[src/rtl/joy_db15.sv]
// DB15 serial joystick responder: filters the host's joy_load/joy_clk strobes and
// shifts two latched 16-bit button words out on joy_data, active low, LSB first.
module joy_db15_tx #(
    parameter int FILT = 3
) (
    input  logic        clk,
    input  logic        reset,
    input  logic        joy_clk,
    input  logic        joy_load,
    input  logic [15:0] joystick1,
    input  logic [15:0] joystick2,
    output logic        joy_data,
    output logic        frame_done,
    output logic        overrun
);

    localparam logic [3:0] FILT_CNT = 4'(FILT);
    localparam logic [5:0] FULL     = 6'd32;

    logic        jclk_meta_q, jclk_meta_d;
    logic        jclk_sync_q, jclk_sync_d;
    logic        jclk_filt_q, jclk_filt_d;
    logic [3:0]  jclk_cnt_q,  jclk_cnt_d;
    logic        jclk_prev_q, jclk_prev_d;
    logic [3:0]  jclk_cnt_inc;

    logic        jload_meta_q, jload_meta_d;
    logic        jload_sync_q, jload_sync_d;
    logic        jload_filt_q, jload_filt_d;
    logic [3:0]  jload_cnt_q,  jload_cnt_d;
    logic [3:0]  jload_cnt_inc;

    logic [31:0] shreg_q,      shreg_d;
    logic [5:0]  bit_cnt_q,    bit_cnt_d;
    logic        overrun_q,    overrun_d;
    logic        frame_done_q, frame_done_d;
    logic        joy_data_q,   joy_data_d;

    logic        clk_rise;

    // Two-flop synchronizers; the host strobes share no clock with us.
    always_comb begin
        jclk_meta_d  = joy_clk;
        jclk_sync_d  = jclk_meta_q;
        jload_meta_d = joy_load;
        jload_sync_d = jload_meta_q;
    end

    // Glitch filters: a level must disagree with the filtered value for FILT
    // consecutive cycles before it is accepted.
    always_comb begin
        jclk_cnt_inc = jclk_cnt_q + 4'd1;
        jclk_filt_d  = jclk_filt_q;
        jclk_cnt_d   = 4'd0;
        if (jclk_sync_q != jclk_filt_q) begin
            if (jclk_cnt_inc == FILT_CNT) begin
                jclk_filt_d = jclk_sync_q;
            end else begin
                jclk_cnt_d = jclk_cnt_inc;
            end
        end
    end

    always_comb begin
        jload_cnt_inc = jload_cnt_q + 4'd1;
        jload_filt_d  = jload_filt_q;
        jload_cnt_d   = 4'd0;
        if (jload_sync_q != jload_filt_q) begin
            if (jload_cnt_inc == FILT_CNT) begin
                jload_filt_d = jload_sync_q;
            end else begin
                jload_cnt_d = jload_cnt_inc;
            end
        end
    end

    assign jclk_prev_d = jclk_filt_q;
    assign clk_rise    = jclk_filt_q & ~jclk_prev_q;

    // Load is level-sensitive and dominates any coincident shift clock.
    always_comb begin
        shreg_d      = shreg_q;
        bit_cnt_d    = bit_cnt_q;
        overrun_d    = overrun_q;
        frame_done_d = 1'b0;
        if (!jload_filt_q) begin
            shreg_d   = {joystick2, joystick1};
            bit_cnt_d = 6'd0;
            overrun_d = 1'b0;
        end else if (clk_rise) begin
            if (bit_cnt_q < FULL) begin
                shreg_d   = {1'b0, shreg_q[31:1]};
                bit_cnt_d = bit_cnt_q + 6'd1;
                if (bit_cnt_q == 6'd31) begin
                    frame_done_d = 1'b1;
                end
            end else begin
                overrun_d = 1'b1;
            end
        end
        // Output follows next state so the wire updates with the shift itself.
        joy_data_d = (bit_cnt_d == FULL) ? 1'b1 : ~shreg_d[0];
    end

    always_ff @(posedge clk) begin
        if (reset) begin
            jclk_meta_q  <= 1'b0;
            jclk_sync_q  <= 1'b0;
            jclk_filt_q  <= 1'b0;
            jclk_cnt_q   <= 4'd0;
            jclk_prev_q  <= 1'b0;
            jload_meta_q <= 1'b1;
            jload_sync_q <= 1'b1;
            jload_filt_q <= 1'b1;
            jload_cnt_q  <= 4'd0;
            shreg_q      <= 32'd0;
            bit_cnt_q    <= FULL;
            overrun_q    <= 1'b0;
            frame_done_q <= 1'b0;
            joy_data_q   <= 1'b1;
        end else begin
            jclk_meta_q  <= jclk_meta_d;
            jclk_sync_q  <= jclk_sync_d;
            jclk_filt_q  <= jclk_filt_d;
            jclk_cnt_q   <= jclk_cnt_d;
            jclk_prev_q  <= jclk_prev_d;
            jload_meta_q <= jload_meta_d;
            jload_sync_q <= jload_sync_d;
            jload_filt_q <= jload_filt_d;
            jload_cnt_q  <= jload_cnt_d;
            shreg_q      <= shreg_d;
            bit_cnt_q    <= bit_cnt_d;
            overrun_q    <= overrun_d;
            frame_done_q <= frame_done_d;
            joy_data_q   <= joy_data_d;
        end
    end

    assign joy_data   = joy_data_q;
    assign frame_done = frame_done_q;
    assign overrun    = overrun_q;

endmodule

[config.mk]
export PLATFORM = sky130hd
export DESIGN_NAME = joy_db15_tx
export DESIGN_NICKNAME = d
export VERILOG_FILES = /design/src/rtl/joy_db15.sv
export SDC_FILE = /design/constraint.sdc
export NUM_CORES = 1
export LEC_CHECK = 0
export CORE_MARGIN = 2
export CORE_UTILIZATION = 47
export CTS_CLUSTER_SIZE = 24
export DETAILED_ROUTE_END_ITERATION = 10
export GPL_TIMING_DRIVEN = 0
export PLACE_DENSITY = 0.86
export SYNTH_ARGS = -nofsm -noshare
export SYNTH_HDL_FRONTEND = slang
export SYNTH_SLANG_ARGS = --single-unit
[constraint.sdc]
create_clock -name clk -period 1.4 [get_ports clk]
set_input_delay 0.28 -clock clk [delete_from_list [all_inputs] [get_ports clk]]
set_output_delay 0.28 -clock clk [all_outputs]
set_load 0.01 [all_outputs]
==> impl_metrics.toml, run 1 <==
[outcome]
status = "finished clean"

[power_and_ir_drop]
power_leakage_uw = 0.001057
power.net_switching_uw = 541.5
comb_power_share = 0.053
power.total_uw = 2671
cellInternalPower_uw = 2130
clockPowerShare = 0.348
switching_power_share_of_the_total = 0.2027
worst_ir_drop_vdd_uv = 581.8
pwr_density_cell_nw_per_um2 = 853.3
pwr-share-seq = 0.598

[synth]
synth_warnings = 0
share_of_flip_flops_with_an_asynchronous_set_or_reset_after_synthesis = 0
synthDominantAreaCellType = "dfxtp_1"
synth_fa_ha_area_frac = 0.02588
net_count_of_the_mapped_netlist = 326
synth_enable_flop_cells = 0
synth-seq-cells = 56
gate_count_of_the_mapped_netlist = 285
yosys.area_share.simple = 0.2609
post_synth_main_area_contributors = "dfxtp_1, a311oi_1, nand2_1, nor2_1, ha_1"
fraction_of_the_mapped_netlist_area_in_compound_gates = 0.1573
synth_top_cell_area_share = 0.4638
synth_cell_types = 37
synth-xor-area-share = 0.03986
synth_flop_cell = "dfxtp_1"
synth.area.mux_share = 0.008799
synth_sequential_area_ratio = 0.4638
main_combinational_cell_family_by_area_after_synthesis = "simple AND/OR/NAND/NOR gates"
netlist_area_um2 = 2417
post_synth.cell_area_avg_um2 = 8.482

[sta]
max_slew_margin = 0.6488
period_needed_ns = 1.375
worst_clock_skew_ns = 0.007060
max_freq_mhz = 727.4
worst_pin_slew_ns = 0.5268
hold_violations = 0
timing.final.setup_violations = 0
slew_viol_final = 0
min_period_over_period = 0.9820
rsz0062_at_grt = "yes"

[run]
cap_violations = 0

[worst_setup_path]
worst_path_depth = 5
r2r_cell_count = 5
cp_num_buf_inv = 1
critical_path.endpoint = "joy_data"
r2r_slack_ns = 0.03
worstPathMaxFanout = 5
critPathArrivalTime_ns = 1.57
critical_path.top_delay_family = "compound AO/OA/AOI/OAI gates"
critical-path-max-stage-delay_ns = 0.38
endpoint_kind = "register"
regToRegEndpoint = "joy_data"
critical_path.slowest_cell = "dfxtp_4"
critical_path.reg2reg.startpoint = "bit_cnt_q[5]"
timing.critical_path.required_ns = 1.60
crit_path_start = "bit_cnt_q[5]"
timing.critical_path.cells = "nor3b_4, buf_6, nand2_1, a311oi_2, o31ai_2"
setup.worst_path.class = "reg -> reg"
startpoint_type_of_the_worst_setup_path = "register"

[placement]
hpwl_after_detailed_placement_um = 3653
port-buffer-count = 37
gp_congestion = 0.8608
place_area_um2 = 2875

[floorplanning]
num_rows = 26
floorplan.die.width_um = 75.72
coreArea_um2 = 5042
initial_utilization = 0.4794
io-pin-count = 39
floorplan.die.height_um = 75.72
floorplan.die_area_um2 = 5733

[layout]
syn2layout_area_growth_pct = 29.50
diodes = 0
final_common_cell = "nand2_1"
mostFrequentLayoutCells = "nand2_1, dfxtp_1, nor2_1"
layout-drive-gt1-share = 0.1662
nNetsFinal = 372
finish.instance_area_um2 = 3131

[route]
drt-total-wl_um = 5529
postRouteAntennaNets = 0
via_per_inst = 5.289
first_pass_iters = 4
vias = 2121
drt_drc_violations_left = 0
wl_per_cell_um = 13.79
first_iter_violations = 125

[global_routing]
first_global_vias = 2004
grtUsageTotal = 0.1982
met1_usage = 0.2496
grt_pass1_wl_um = 8749
antenna_found_initial = 0
grt_start_max_net_pins = 16
overflow = 0
grt-busiest-layer = "met2"
grt.met3_usage = 0.04762
use_met2 = 0.3440

[clock_tree]
clock-sinks = 56
ctsRootBufferMaster = "clkbuf_8"
cts_tree = "done"
clk_latency_ns = 0.31
worst_case_clock_buffer_depth = 2
tritoncts.num_buffers = 5
clk_pin_slew_ns = 0.09
cts_htree_levels = 2

[hold_path]
hold_path_class = "in -> reg"
-- cell type report --
| class | count | area (µm²) |
|---|---|---|
| Inverter | 2 | 7.507 |
| Timing Repair Buffer | 41 | 394.1 |
| Clock buffer | 7 | 96.34 |
| Buffer | 19 | 118.9 |
| Tap cell | 70 | 87.58 |
| Fill cell | 413 | 1912 |
| Sequential cell | 56 | 1144 |
| Multi-Input combinational cell | 206 | 1282 |
-- layer usage --
layer	vias to the layer above	wire (µm)
met5	-	0
met4	0	64
met3	6	171
met2	36	2870
met1	1009	2422
li1	1070	-
-- Yosys cell counts, types with 2 or more instances --
cell type	instances
xnor2_1	5
a21oi_1	3
a311oi_1	30
nor3b_2	2
nor3_1	9
nor2_1	42
buf_2	6
xor2_1	6
ha_1	5
inv_1	2
nand3_1	3
dfxtp_1	56
clkbuf_1	11
buf_4	3
and3b_1	2
o21a_1	2
a21boi_0	2
nand2b_1	4
or2_2	2
nand2_1	68
nor2b_1	6
-- worst register-to-register path, delay by kind of cell (launching register included) --
kind | cells | cell delay, ns
buffers and inverters | 1 | 0.16
and+or+nand+nor | 2 | 0.31
DFF | 1 | 0.38
AOI/OAI and AO/OA | 2 | 0.41
-- kinds of logic after synthesis --
family                   after synthesis
AND/OR/NAND/NOR                      143
adder cells (fa/ha/maj)                5
XOR/XNOR                              11
AO/OA/AOI/OAI                         45
multiplexers                           2
buffers and inverters                 23
flip-flops                            56
-- power by group through the flow --
stage	Sequential, µW	Combinational (µW)	Clock (µW)
after floorplan	1640	33.2	0
after global placement	1640	139	0
after detailed placement	1640	140	0
after CTS	1600	140	957
after global routing	1600	155	1000
final	1600	142	930
-- per-stage QoR --
| stage | util | TNS, ns | worst slack, ns | hold slack, ns | std cells |
|---|---|---|---|---|---|
| global placement | 0.5702 | -1.476 | -0.09972 | 0.4171 | 392 |
| CTS | 0.5988 | 0 | 0.008547 | 0.3998 | 401 |
| floorplan | - | 0 | 0.03544 | 0.3838 | 285 |
| global route | 0.6208 | -0.2582 | -0.05064 | 0.4469 | 401 |
| detailed placement | 0.5702 | -2.582 | -0.1644 | 0.4206 | 392 |
| finish | 0.6208 | 0 | 0.02526 | 0.4314 | 401 |
-- how the worst min path moves through the flow --
stage	startpoint	end	cells after the start
after floorplan	joy_load	jload_meta_q	1
after global placement	jload_meta_q	jload_sync_q	1
after detailed placement	jload_meta_q	jload_sync_q	1
after CTS	reset	jclk_prev_q	2
after global routing	reset	jclk_prev_q	2
final	reset	jclk_prev_q	2
-- sequential cells by signal (all words and copies together) (netlist names) --
signal / count
jclk_sync_q: 1
jclk_prev_q: 1
jclk_cnt_q: 4
jload_sync_q: 1
overrun: 1
bit_cnt_q: 6
jload_cnt_q: 4
jload_filt_q: 1
jclk_meta_q: 1
jload_meta_q: 1
joy_data: 1
jclk_filt_q: 1
frame_done: 1
shreg_q: 32
-- repair_timing --
item	in CTS	in global routing
resized for setup	22	32
cloned	0	1
pin swaps	1	6
setup buffers	2	1
hold buffers	0	0
setup endpoints to repair	41	35
Note: power is estimated with default switching activity, not from simulation.
==> inputs of run 2 (changes only) <==
--- a/config.mk
+++ b/config.mk
@@ -5,6 +5,7 @@
 export SDC_FILE = /design/constraint.sdc
 export NUM_CORES = 1
 export LEC_CHECK = 0
+export CAP_MARGIN = 20
 export CORE_MARGIN = 2
 export CORE_UTILIZATION = 47
 export CTS_CLUSTER_SIZE = 24
==> results of run 2 <==
Same layout as run 1: the final DEF is identical, and so are final timing and power.
==> inputs of run 3 (changes only) <==
--- a/config.mk
+++ b/config.mk
@@ -5,6 +5,7 @@
 export SDC_FILE = /design/constraint.sdc
 export NUM_CORES = 1
 export LEC_CHECK = 0
+export ABC_CLOCK_PERIOD_IN_PS = 1400
 export CAP_MARGIN = 20
 export CORE_MARGIN = 2
 export CORE_UTILIZATION = 47
==> constraint.sdc (replaced) <==
create_clock -name clk -period 1.4 [get_ports clk]
set_input_delay 0.42 -clock clk [delete_from_list [all_inputs] [get_ports clk]]
set_output_delay 0.42 -clock clk [all_outputs]
set_load 0.01 [all_outputs]
==> results of run 3 <==
Same layout as run 1 (identical final DEF). Status: finished clean.
Main changes from that run: number of gates resized after CTS 22 -> 21; hold slack 0.4314 ns -> 0.4445 ns; end point of the worst hold path jclk_prev_q -> jload_sync_q
